[src/rtl/palette_loader_pkg.sv]
// Shared types and defaults for the palette download loader.
// The colour word packs 5-bit channels as {B, G, R}.
package palette_loader_pkg;

  localparam int PAL_ENTRIES_DEF = 64;
  localparam int PAL_BYTES_DEF   = 192;
  localparam int RAM_AW          = 6;
  localparam int RAM_DEPTH       = 1 << RAM_AW;

  typedef logic [14:0] color_t;

  typedef enum logic [1:0] {
    IDLE = 2'd0,
    LOAD = 2'd1,
    DONE = 2'd2
  } state_t;

  typedef enum logic [1:0] {
    BYTE_R = 2'd0,
    BYTE_G = 2'd1,
    BYTE_B = 2'd2
  } byte_sel_t;

  function automatic color_t pack_color(input logic [4:0] r, input logic [4:0] g,
                                        input logic [4:0] b);
    return {b, g, r};
  endfunction

endpackage

[src/rtl/palette_ram.sv]
// 64x15 single-port palette RAM: synchronous write, registered read.
// The caller guarantees read and write are never requested together.
module palette_ram
  import palette_loader_pkg::*;
(
  input  logic              clk,
  input  logic              reset,
  input  logic              rd_en,
  input  logic              wr_en,
  input  logic [RAM_AW-1:0] addr,
  input  color_t            wdata,
  output color_t            rdata
);

  color_t mem [RAM_DEPTH];
  color_t rdata_q, rdata_d;

  // NOTE: the array itself is never reset, so it maps onto RAM macros; only the output register is.
  always_ff @(posedge clk) begin
    if (wr_en) mem[addr] <= wdata;
  end

  always_comb begin
    rdata_d = rdata_q;
    if (rd_en) rdata_d = mem[addr];
  end

  always_ff @(posedge clk or posedge reset) begin
    if (reset) rdata_q <= '0;
    else       rdata_q <= rdata_d;
  end

  assign rdata = rdata_q;

endmodule

[src/rtl/palette_loader.sv]
// Palette download controller: assembles R/G/B byte triplets into 15-bit entries
// and writes them into a single-port RAM shared with the video lookup.
module palette_loader
  import palette_loader_pkg::*;
#(
  parameter int PAL_ENTRIES = PAL_ENTRIES_DEF,
  parameter int PAL_BYTES   = PAL_BYTES_DEF
) (
  input  logic        clk,
  input  logic        reset,
  input  logic        load_en,
  input  logic        ioctl_wr,
  input  logic [7:0]  ioctl_dout,
  output logic        ioctl_wait,
  input  logic        pix_ce_n,
  input  logic [5:0]  rd_addr,
  output logic [14:0] rd_data,
  output logic        pal_valid,
  output logic        busy
);

  localparam int IDX_W = $clog2(PAL_ENTRIES + 1);

  state_t            state_q, state_d;
  byte_sel_t         byte_cnt_q, byte_cnt_d;
  logic [IDX_W-1:0]  entry_idx_q, entry_idx_d;
  logic [4:0]        r_q, r_d, g_q, g_d;
  color_t            wdata_q, wdata_d;
  logic [RAM_AW-1:0] waddr_q, waddr_d;
  logic              pend_q, pend_d;
  logic              pal_valid_q, pal_valid_d;
  logic              load_en_q, load_en_d;

  logic              load_rise, start, byte_ok, commit, full;
  logic [RAM_AW-1:0] ram_addr;
  logic              unused_lsbs;

  assign load_en_d   = load_en;
  assign load_rise   = load_en && !load_en_q;
  assign start       = (state_q != LOAD) && load_rise;
  // A full palette is PAL_BYTES/3 complete triplets; anything beyond PAL_ENTRIES is dropped.
  assign full        = (entry_idx_q == IDX_W'(PAL_BYTES / 3));
  assign byte_ok     = (state_q == LOAD) && load_en && ioctl_wr && !pend_q &&
                       (entry_idx_q < IDX_W'(PAL_ENTRIES));
  assign commit      = pend_q && !pix_ce_n;
  assign unused_lsbs = ^ioctl_dout[2:0];

  // NOTE: sequential state uses non-blocking assignments so every flop samples pre-edge values.
  always_ff @(posedge clk or posedge reset) begin
    if (reset) state_q <= IDLE;
    else       state_q <= state_d;
  end

  always_comb begin
    state_d = state_q;
    unique case (state_q)
      IDLE, DONE: if (load_rise) state_d = LOAD;
      LOAD:       if (!load_en && !pend_q) state_d = full ? DONE : IDLE;
      default:    state_d = IDLE;
    endcase
  end

  // NOTE: every always_comb output is given a default first, so no path can infer a latch.
  always_comb begin
    byte_cnt_d  = byte_cnt_q;
    entry_idx_d = entry_idx_q;
    r_d         = r_q;
    g_d         = g_q;
    wdata_d     = wdata_q;
    waddr_d     = waddr_q;
    pend_d      = pend_q;
    pal_valid_d = pal_valid_q;

    if (commit) pend_d = 1'b0;

    if (start) begin
      byte_cnt_d  = BYTE_R;
      entry_idx_d = '0;
      pal_valid_d = 1'b0;
    end else if (byte_ok) begin
      unique case (byte_cnt_q)
        BYTE_R: begin
          r_d        = ioctl_dout[7:3];
          byte_cnt_d = BYTE_G;
        end
        BYTE_G: begin
          g_d        = ioctl_dout[7:3];
          byte_cnt_d = BYTE_B;
        end
        BYTE_B: begin
          wdata_d     = pack_color(r_q, g_q, ioctl_dout[7:3]);
          waddr_d     = entry_idx_q[RAM_AW-1:0];
          entry_idx_d = entry_idx_q + 1'b1;
          pend_d      = 1'b1;
          byte_cnt_d  = BYTE_R;
        end
        default: byte_cnt_d = BYTE_R;
      endcase
    end

    if (state_q == LOAD && state_d != LOAD) pal_valid_d = (state_d == DONE);
  end

  always_ff @(posedge clk or posedge reset) begin
    if (reset) begin
      byte_cnt_q  <= BYTE_R;
      entry_idx_q <= '0;
      r_q         <= '0;
      g_q         <= '0;
      wdata_q     <= '0;
      waddr_q     <= '0;
      pend_q      <= 1'b0;
      pal_valid_q <= 1'b0;
      load_en_q   <= 1'b0;
    end else begin
      byte_cnt_q  <= byte_cnt_d;
      entry_idx_q <= entry_idx_d;
      r_q         <= r_d;
      g_q         <= g_d;
      wdata_q     <= wdata_d;
      waddr_q     <= waddr_d;
      pend_q      <= pend_d;
      pal_valid_q <= pal_valid_d;
      load_en_q   <= load_en_d;
    end
  end

  // Video read owns the port whenever pix_ce_n is high; a pending write slips behind it.
  always_comb begin
    ioctl_wait = pend_q;
    busy       = (state_q == LOAD) || pend_q;
    pal_valid  = pal_valid_q;
    ram_addr   = pix_ce_n ? rd_addr : waddr_q;
  end

  palette_ram u_ram (
    .clk   (clk),
    .reset (reset),
    .rd_en (pix_ce_n),
    .wr_en (commit),
    .addr  (ram_addr),
    .wdata (wdata_q),
    .rdata (rd_data)
  );

endmodule
[config.mk]
export PLATFORM = sky130hd
export DESIGN_NAME = palette_loader
export DESIGN_NICKNAME = d
export VERILOG_FILES = /design/src/rtl/palette_loader_pkg.sv /design/src/rtl/palette_ram.sv /design/src/rtl/palette_loader.sv
export SDC_FILE = /design/constraint.sdc
export NUM_CORES = 1
export LEC_CHECK = 0
export CAP_MARGIN = 40
export CORE_MARGIN = 3
export CORE_UTILIZATION = 35
export CTS_CLUSTER_DIAMETER = 200
export DETAILED_ROUTE_END_ITERATION = 7
export GPL_TIMING_DRIVEN = 0
export HOLD_SLACK_MARGIN = 0.06
export PLACE_DENSITY_LB_ADDON = 0.05
export SLEW_MARGIN = 10
export SYNTH_ARGS = -nofsm -noshare
export SYNTH_HDL_FRONTEND = slang
export SYNTH_SLANG_ARGS = --single-unit
export TNS_END_PERCENT = 5
[constraint.sdc]
create_clock -name clk -period 2.9 [get_ports clk]
set_input_delay 0.58 -clock clk [delete_from_list [all_inputs] [get_ports clk]]
set_output_delay 0.58 -clock clk [all_outputs]
set_load 0.1 [all_outputs]
==> results of run 1 <==
-- placed cells by master, fill, tap and decap left out, types with 36 or more instances in the layout --
cell type	n
sky130_fd_sc_hd__a41oi_2	40
sky130_fd_sc_hd__mux2_2	40
sky130_fd_sc_hd__nand2_1	90
sky130_fd_sc_hd__buf_4	76
sky130_fd_sc_hd__dfrtp_1	45
sky130_fd_sc_hd__buf_6	54
sky130_fd_sc_hd__a22oi_1	393
sky130_fd_sc_hd__clkbuf_1	43
sky130_fd_sc_hd__clkbuf_16	112
sky130_fd_sc_hd__nor2_4	36
sky130_fd_sc_hd__buf_8	76
sky130_fd_sc_hd__edfxtp_1	960
-- critical path, stage by stage (launching register included) --
cell	delay, ns
sky130_fd_sc_hd__dfrtp_1	0.42
sky130_fd_sc_hd__buf_6	0.16
sky130_fd_sc_hd__nor4b_2	0.17
sky130_fd_sc_hd__or2_1	0.24
sky130_fd_sc_hd__buf_6	0.14
sky130_fd_sc_hd__buf_12	0.13
sky130_fd_sc_hd__a222oi_1	0.62
sky130_fd_sc_hd__a31oi_2	0.33
sky130_fd_sc_hd__a2111oi_4	0.67
sky130_fd_sc_hd__a31oi_1	0.16
-- power by group through the flow --
| stage | combinational (mW) | clock (mW) | sequential, mW |
|---|---|---|---|
| floorplan | 0.688 | 0 | 18.0 |
| global placement | 1.98 | 0 | 18.3 |
| detailed placement | 2.74 | 0 | 17.9 |
| CTS | 2.92 | 13.1 | 17.6 |
| global route | 3.08 | 13.7 | 17.7 |
| finish | 3.01 | 13.0 | 17.6 |
-- cells in the mapped netlist (all sizes together) (5+ instances only) --
cell type  number
edfxtp        960
a22oi         401
nand2          99
a41oi          86
buf            77
nor2           74
clkbuf         62
dfrtp          60
a31oi          45
mux2           45
nor4           29
o21ai          23
a222oi         19
mux2i          19
nor3           13
or2            11
a2bb2oi        10
nand3          10
a21o            8
inv             8
nand2b          8
nor2b           5
-- flip-flops by register name (all words and copies together) (netlist names) --
register,cells
u_ram.mem,960
pal_valid,1
ioctl_wait,1
entry_idx_q,7
r_q,5
load_en_q,1
wdata_q,15
u_ram.rdata,15
byte_cnt_q,2
waddr_q,6
g_q,5
state_q,2
-- layer usage --
metal	GRT usage	up-vias
li1	-	9551
met2	0.4528	1305
met1	0.3735	12735
met5	0	-
met3	0.06212	286
met4	0.1188	2
-- path summary, 6_finish.rpt --
| check | depth (start not counted) | end | slack (ns) |
|---|---|---|---|
| max | 9 | u_ram.rdata[3] | -0.29 |
| min | 2 | u_ram.rdata[9] | 0.24 |
| max reg2reg | 9 | u_ram.rdata[3] | -0.29 |
| min reg2reg | 2 | wdata_q[5] | 0.47 |
| min in group clk | 2 | wdata_q[5] | 0.47 |
| max in group asynchronous | 3 | wdata_q[10] | 2.07 |
-- area by class of cell --
type | instances | share of cell area
diodes | 2 | 0.0001051
inverters | 8 | 0.0006831
repair buffers | 217 | 0.05738
clock buffers | 143 | 0.06193
well taps | 1391 | 0.03655
multi-input cells | 960 | 0.1750
plain buffers | 136 | 0.02401
flip-flops and latches | 1020 | 0.6378
clock inverters | 54 | 0.006490
-- timing repair --
item                       in CTS  in global routing
buffers inserted               32                 18
gates resized for setup       261                123
pin swaps                      31                 28
hold endpoints to repair        0                  0
setup endpoints to repair     961                621
-- cells by family (layout without fill, tap and decap cells) --
| kind of cell | Yosys count | in the layout | synth area share |
|---|---|---|---|
| XOR/XNOR | 1 | 1 | 0.0002317 |
| multiplexers | 64 | 64 | 0.01883 |
| AND/OR/NAND/NOR | 284 | 284 | 0.03713 |
| flip-flops | 1020 | 1020 | 0.8022 |
| adder cells (fa/ha/maj) | 2 | 2 | 0.0006618 |
| buffers and inverters | 147 | 558 | 0.01853 |
| AO/OA/AOI/OAI | 609 | 609 | 0.1224 |
| other | 0 | 2 | 0 |
-- stage by stage --
stage / total power [mW] / cells / setup TNS, ns / util
after detailed placement: 20.68 / 3684 / -1306.63 / 0.3960
final: 33.66 / 3931 / -7.708 / 0.4480
after floorplan: 18.73 / 2127 / -61.44 / -
after global placement: 20.27 / 3551 / -2569.31 / 0.3751
after CTS: 33.70 / 3911 / -7.922 / 0.4418
after global routing: 34.48 / 3929 / -10.26 / 0.4479
==> results.py, run 1 <==
metrics = {
    "cells_and_area": {
        "regArea_sq_mm": 0.03038,
        "final_cell_area_sq_mm": 0.04762,
        "design.final.nets": 2472,
        "multiInputGateArea_sq_mm": 0.008334,
        "fillers": 9277,
        "layout-drive-gt1-share": 0.2805,
        "areaGrowthSynthToFinish_pct": 25.96,
    },
    "yosys": {
        "post_synth_inst_count": 2127,
        "synth_edf_count": 960,
        "synth_area_leader_cell": "sky130_fd_sc_hd__edfxtp_1",
        "post_synth.cell_area_avg_sq_um": 17.78,
        "synth.top_cells.by_area": "sky130_fd_sc_hd__edfxtp_1 (76%), sky130_fd_sc_hd__a22oi_1 (8.0%), sky130_fd_sc_hd__dfrtp_1 (4.0%), sky130_fd_sc_hd__a41oi_1 (2.0%), sky130_fd_sc_hd__mux2_2 (1.3%)",
        "synth_nets": 2148,
        "ys.flop_type": "sky130_fd_sc_hd__edfxtp_1",
        "netlist_area_sq_mm": 0.03781,
        "synthesis_warning_total": 0,
        "synth_sequential_area_ratio": 0.8022,
        "synth_top_area_frac": 0.7625,
        "synth_cell_type_count": 57,
        "synth_seq_cells": 1020,
        "post_synth_arst_share": 0.05882,
    },
    "routing": {
        "met2RoutedLength_um": 75320,
        "dr_wl_met3_um": 14210,
        "detailedRoute.firstPassIterationCount": 6,
        "route.layer.met1.wl_um": 64080,
        "dr.first_iter.drc_count": 3176,
        "detail_route.wirelength_um": 161000,
        "post_drt_via_cell_ratio": 6.075,
        "detail_route.drc_violations": 0,
        "routedWlPerCell_um": 40.95,
        "via_count": 23879,
        "ant_nets": 0,
        "highest_signal_layer": "met5",
    },
    "sta": {
        "setup_viol_count_final": 117,
        "report.final.slew_viol_count": 0,
        "timing.final.hold_violations": 0,
        "rsz_0062_raised_after_global_routing": "true",
        "relSlewSlack": 0.3516,
        "timing.final.crit_period_ns": 3.194,
        "timing.hold.ws_ns": 0.2433,
        "layout_worst_path_cycle_share": 1.101,
        "worst_pin_slew_ns": 0.9726,
        "skew_ns": 0.02300,
        "max_clock_freq_ghz": 0.3131,
        "worst_slack_ns": -0.2937,
    },
    "placement": {
        "detailed_placement_hpwl_um": 105800,
        "preCtsSetupSlack_ns": -1.974,
        "post_dp_cell_area_sq_mm": 0.04210,
        "placement.io_buffers": 33,
        "place_congestion": 0.8648,
    },
    "worst_setup_path": {
        "setup.worst_path.class": "register to register",
        "crit_fanout": 8,
        "cp-startpoint": "waddr_q[1]",
        "crit_path_start_kind": "register",
        "data_required_time_of_the_worst_path_ns": 3.42,
        "timing.rr.start": "waddr_q[1]",
        "cp-end-kind": "register",
        "worst-endpoint-arrival_ns": 3.71,
    },
    "outcome": {
        "run_status": "finished with violations",
        "failing_checks": "setup timing",
    },
    "power_and_ir_drop": {
        "static-leakage-power_nw": 15.48,
        "vdd.ir_drop.worst_mv": 0.4203,
        "total_switching_power_mw": 8.579,
        "clk_pwr_share": 0.386,
        "switching_share": 0.2549,
        "sequentialPowerShare": 0.524,
        "pwr_density_cell_mw_per_mm2": 706.8,
        "internal-power_mw": 25.08,
        "power.combinational.fraction": 0.089,
    },
    "grt": {
        "grt_start_max_net_pins": 66,
        "wire_length_of_the_first_global_routing_pass_um": 210800,
        "global_route.overflow_total": 0,
        "antenna_found_initial": 6,
        "grt_util_all_layers": 0.2826,
        "number_of_global_route_vias_before_repair": 22958,
    },
    "clock_tree": {
        "cts_hold_repair.buffers": 0,
        "tritoncts": "built",
        "clk_root_buffer_cell": "sky130_fd_sc_hd__clkbuf_16",
        "tritoncts_num_sinks": 1020,
        "cts-buffers-inserted": 108,
        "ctsLongestPathBuffers": 3,
        "cts.reportedPaths.clkPinSlew_ns": 0.06,
        "insertion_delay_ns": 0.68,
        "cts.htree.levels": 3,
    },
    "floorplanning": {
        "floorplan.initialDensity": 0.3556,
        "die_outline_area_sq_mm": 0.1120,
        "core_area_sq_mm": 0.1063,
        "placement_rows": 119,
        "dieHeight_um": 334.7,
        "die_width_um": 334.7,
        "ios": 37,
    },
    "job": {
        "max_capacitance_violation_count": 0,
    },
    "worst_hold_path": {
        "worst_hold_path_type": "primary input to asynchronous set/reset pin",
    },
}
Note: power is estimated with default switching activity, not from simulation.
==> run 2: changes to the inputs <==
--- a/config.mk
+++ b/config.mk
@@ -6,7 +6,7 @@
 export NUM_CORES = 1
 export LEC_CHECK = 0
 export CAP_MARGIN = 40
-export CORE_MARGIN = 3
+export CORE_MARGIN = 5
 export CORE_UTILIZATION = 35
 export CTS_CLUSTER_DIAMETER = 200
 export DETAILED_ROUTE_END_ITERATION = 7
==> results.py, run 2 (synthesis results as in run 1) <==
metrics = {
    "sta": {
        "timing.final.crit_period_ns": 3.011,
        "worst_slack_ns": -0.1105,
        "report.final.slew_viol_count": 0,
        "rsz_0062_raised_after_global_routing": "true",
        "setup_viol_count_final": 6,
        "max_clock_freq_ghz": 0.3322,
        "worst_pin_slew_ns": 0.9316,
        "finalSetupTns_ns": -0.4036,
        "layout_worst_path_cycle_share": 1.038,
        "relSlewSlack": 0.3741,
        "timing.final.hold_violations": 0,
        "skew_ns": 0.01910,
    },
    "power_and_ir_drop": {
        "static-leakage-power_nw": 15.75,
        "pwr_density_cell_mw_per_mm2": 721.5,
        "switching_share": 0.2501,
        "power.combinational.fraction": 0.092,
        "power_mw": 34.78,
        "total_switching_power_mw": 8.697,
        "clk_pwr_share": 0.405,
        "sequentialPowerShare": 0.503,
        "vdd.ir_drop.worst_mv": 0.5048,
        "internal-power_mw": 26.08,
    },
    "placement": {
        "place.detailed.instances": 3693,
        "preCtsSetupSlack_ns": -1.970,
        "detailed_placement_hpwl_um": 105400,
        "placement.io_buffers": 33,
        "place_congestion": 0.8823,
    },
    "routing": {
        "detail_route.wirelength_um": 159300,
        "detailedRoute.firstPassIterationCount": 6,
        "ant_nets": 0,
        "via_count": 23747,
        "detail_route.drc_violations": 0,
        "post_drt_via_cell_ratio": 6.007,
        "routedWlPerCell_um": 40.31,
        "dr.first_iter.drc_count": 3287,
    },
    "worst_hold_path": {
        "worst_hold_path_type": "primary input to asynchronous set/reset pin",
    },
    "floorplanning": {
        "floorplan.initialDensity": 0.3527,
        "die_outline_area_sq_mm": 0.1147,
        "dieHeight_um": 338.7,
        "core_area_sq_mm": 0.1072,
        "ios": 37,
        "die_width_um": 338.7,
        "placement_rows": 120,
    },
    "clock_tree": {
        "cts.htree.levels": 3,
        "tritoncts_num_sinks": 1020,
        "tritoncts": "built",
        "clk_root_buffer_cell": "sky130_fd_sc_hd__clkbuf_16",
        "cts_hold_repair.buffers": 0,
        "cts.reportedPaths.clkPinSlew_ns": 0.06,
        "cts-buffers-inserted": 110,
        "ctsLongestPathBuffers": 3,
        "insertion_delay_ns": 0.70,
    },
    "cells_and_area": {
        "layout.cells.non_filler": 3953,
        "max_reg_flops": 960,
        "layout.cells.most_common": "sky130_fd_sc_hd__edfxtp_1",
        "largest_register": "u_ram.mem",
        "layout-drive-gt1-share": 0.2881,
        "layout_common_cells": "sky130_fd_sc_hd__edfxtp_1 (960), sky130_fd_sc_hd__a22oi_1 (385), sky130_fd_sc_hd__clkbuf_16 (118)",
        "design.final.nets": 2480,
        "areaGrowthSynthToFinish_pct": 27.49,
    },
    "grt": {
        "number_of_global_route_vias_before_repair": 22910,
        "antenna_found_initial": 16,
        "global_route.overflow_total": 0,
        "grt_util_all_layers": 0.2711,
        "wire_length_of_the_first_global_routing_pass_um": 211000,
        "grt_start_max_net_pins": 66,
    },
    "worst_setup_path": {
        "crit_path_frequent_cell": "sky130_fd_sc_hd__a31oi_1",
        "crit-reg2reg-capture": "u_ram.rdata[5]",
        "crit_fanout": 10,
        "cp-startpoint": "waddr_q[0]",
        "reg2reg_depth": 9,
        "cp-end-kind": "register",
        "cpPeakStageDelay_ns": 0.59,
        "worst_path_max_delay_cell": "sky130_fd_sc_hd__a2111oi_4",
        "crit_chain": "buf_6, nor4bb_1, or2_1, buf_2, buf_12, a222oi_1, a31oi_1, a2111oi_4, a31oi_1",
        "worst-endpoint-arrival_ns": 3.54,
        "setup.worst_path.class": "register to register",
        "crit_path_start_kind": "register",
        "timing.rr.start": "waddr_q[0]",
        "worst-r2r-setup-slack_ns": -0.11,
        "data_required_time_of_the_worst_path_ns": 3.43,
    },
    "outcome": {
        "run_status": "finished with violations",
        "failing_checks": "setup timing",
    },
    "job": {
        "max_capacitance_violation_count": 0,
    },
}
## run 2: changes by cell type in the layout (fill, tap and decap cells not counted), moves of 8 or more
| cell | before | now |
|---|---|---|
| sky130_fd_sc_hd__a22oi_1 | 393 | 385 |
| sky130_fd_sc_hd__a22oi_2 | 8 | 16 |
| sky130_fd_sc_hd__buf_2 | 20 | 12 |
| sky130_fd_sc_hd__buf_4 | 76 | 84 |
| sky130_fd_sc_hd__bufinv_16 | 2 | 11 |
| sky130_fd_sc_hd__clkbuf_1 | 43 | 31 |
| sky130_fd_sc_hd__nor4_2 | 14 | 6 |
## run 2: through the flow
stage          hold WS, ns  utilization  instance area (sq um)
3_3_place_gp        0.4562       0.3721                  39890
3_5_place_dp        0.4506       0.3920                  42020
4_1_cts             0.2002       0.4470                  47920
5_1_grt             0.2520       0.4496                  48200
6_report            0.2400       0.4496                  48200
2_1_floorplan       0.4348            -                  37810
## run 2: power groups by stage
stage | Combinational, mW | Clock, mW | Sequential [mW]
after floorplan | 0.688 | 0 | 18.0
after global placement | 1.97 | 0 | 18.3
after detailed placement | 2.78 | 0 | 17.9
after CTS | 3.04 | 14.2 | 17.6
after global routing | 3.26 | 14.9 | 17.5
final | 3.20 | 14.1 | 17.5
## run 2: area by class of cell
class / count / area, sq um
Fill cell: 9351 / 59000
Multi-Input combinational cell: 960 / 8369
Clock inverter: 62 / 580.6
Timing Repair Buffer: 224 / 2798
Tap cell: 1403 / 1755
Antenna cell: 2 / 5.005
Buffer: 135 / 1291
Sequential cell: 1020 / 30370
Clock buffer: 139 / 2998
Inverter: 8 / 32.53
## run 2: worst max-delay path by stage
stage | endpoint | slack [ns] | depth (start not counted)
global route | u_ram.rdata[5] | -0.13 | 9
global placement | u_ram.mem[62][9] | -3.47 | 8
detailed placement | u_ram.rdata[13] | -1.97 | 11
finish | u_ram.rdata[5] | -0.11 | 9
CTS | u_ram.rdata[3] | -0.13 | 9
floorplan | u_ram.mem[28][0] | -0.38 | 7
## run 2: repair_timing
item,4_1_cts,5_1_grt
hold endpoints to repair,0,0
setup buffers,55,4
pin swaps,52,20
cloned,1,0
setup endpoints to repair,975,188
resized for setup,370,44
## run 2: per-layer routing
metal | global-route usage | share of wire
met1 | 0.3569 | 0.39
met4 | 0.1018 | 0.046
met3 | 0.06338 | 0.090
met2 | 0.4398 | 0.47
met5 | 0 | 0.00028
## run 2: critical path, delay by kind of cell, from the launching register on
kind | cells | cell delay (ns)
compound gates | 4 | 1.58
buf+inv | 3 | 0.50
flops | 1 | 0.39
simple gates | 2 | 0.38
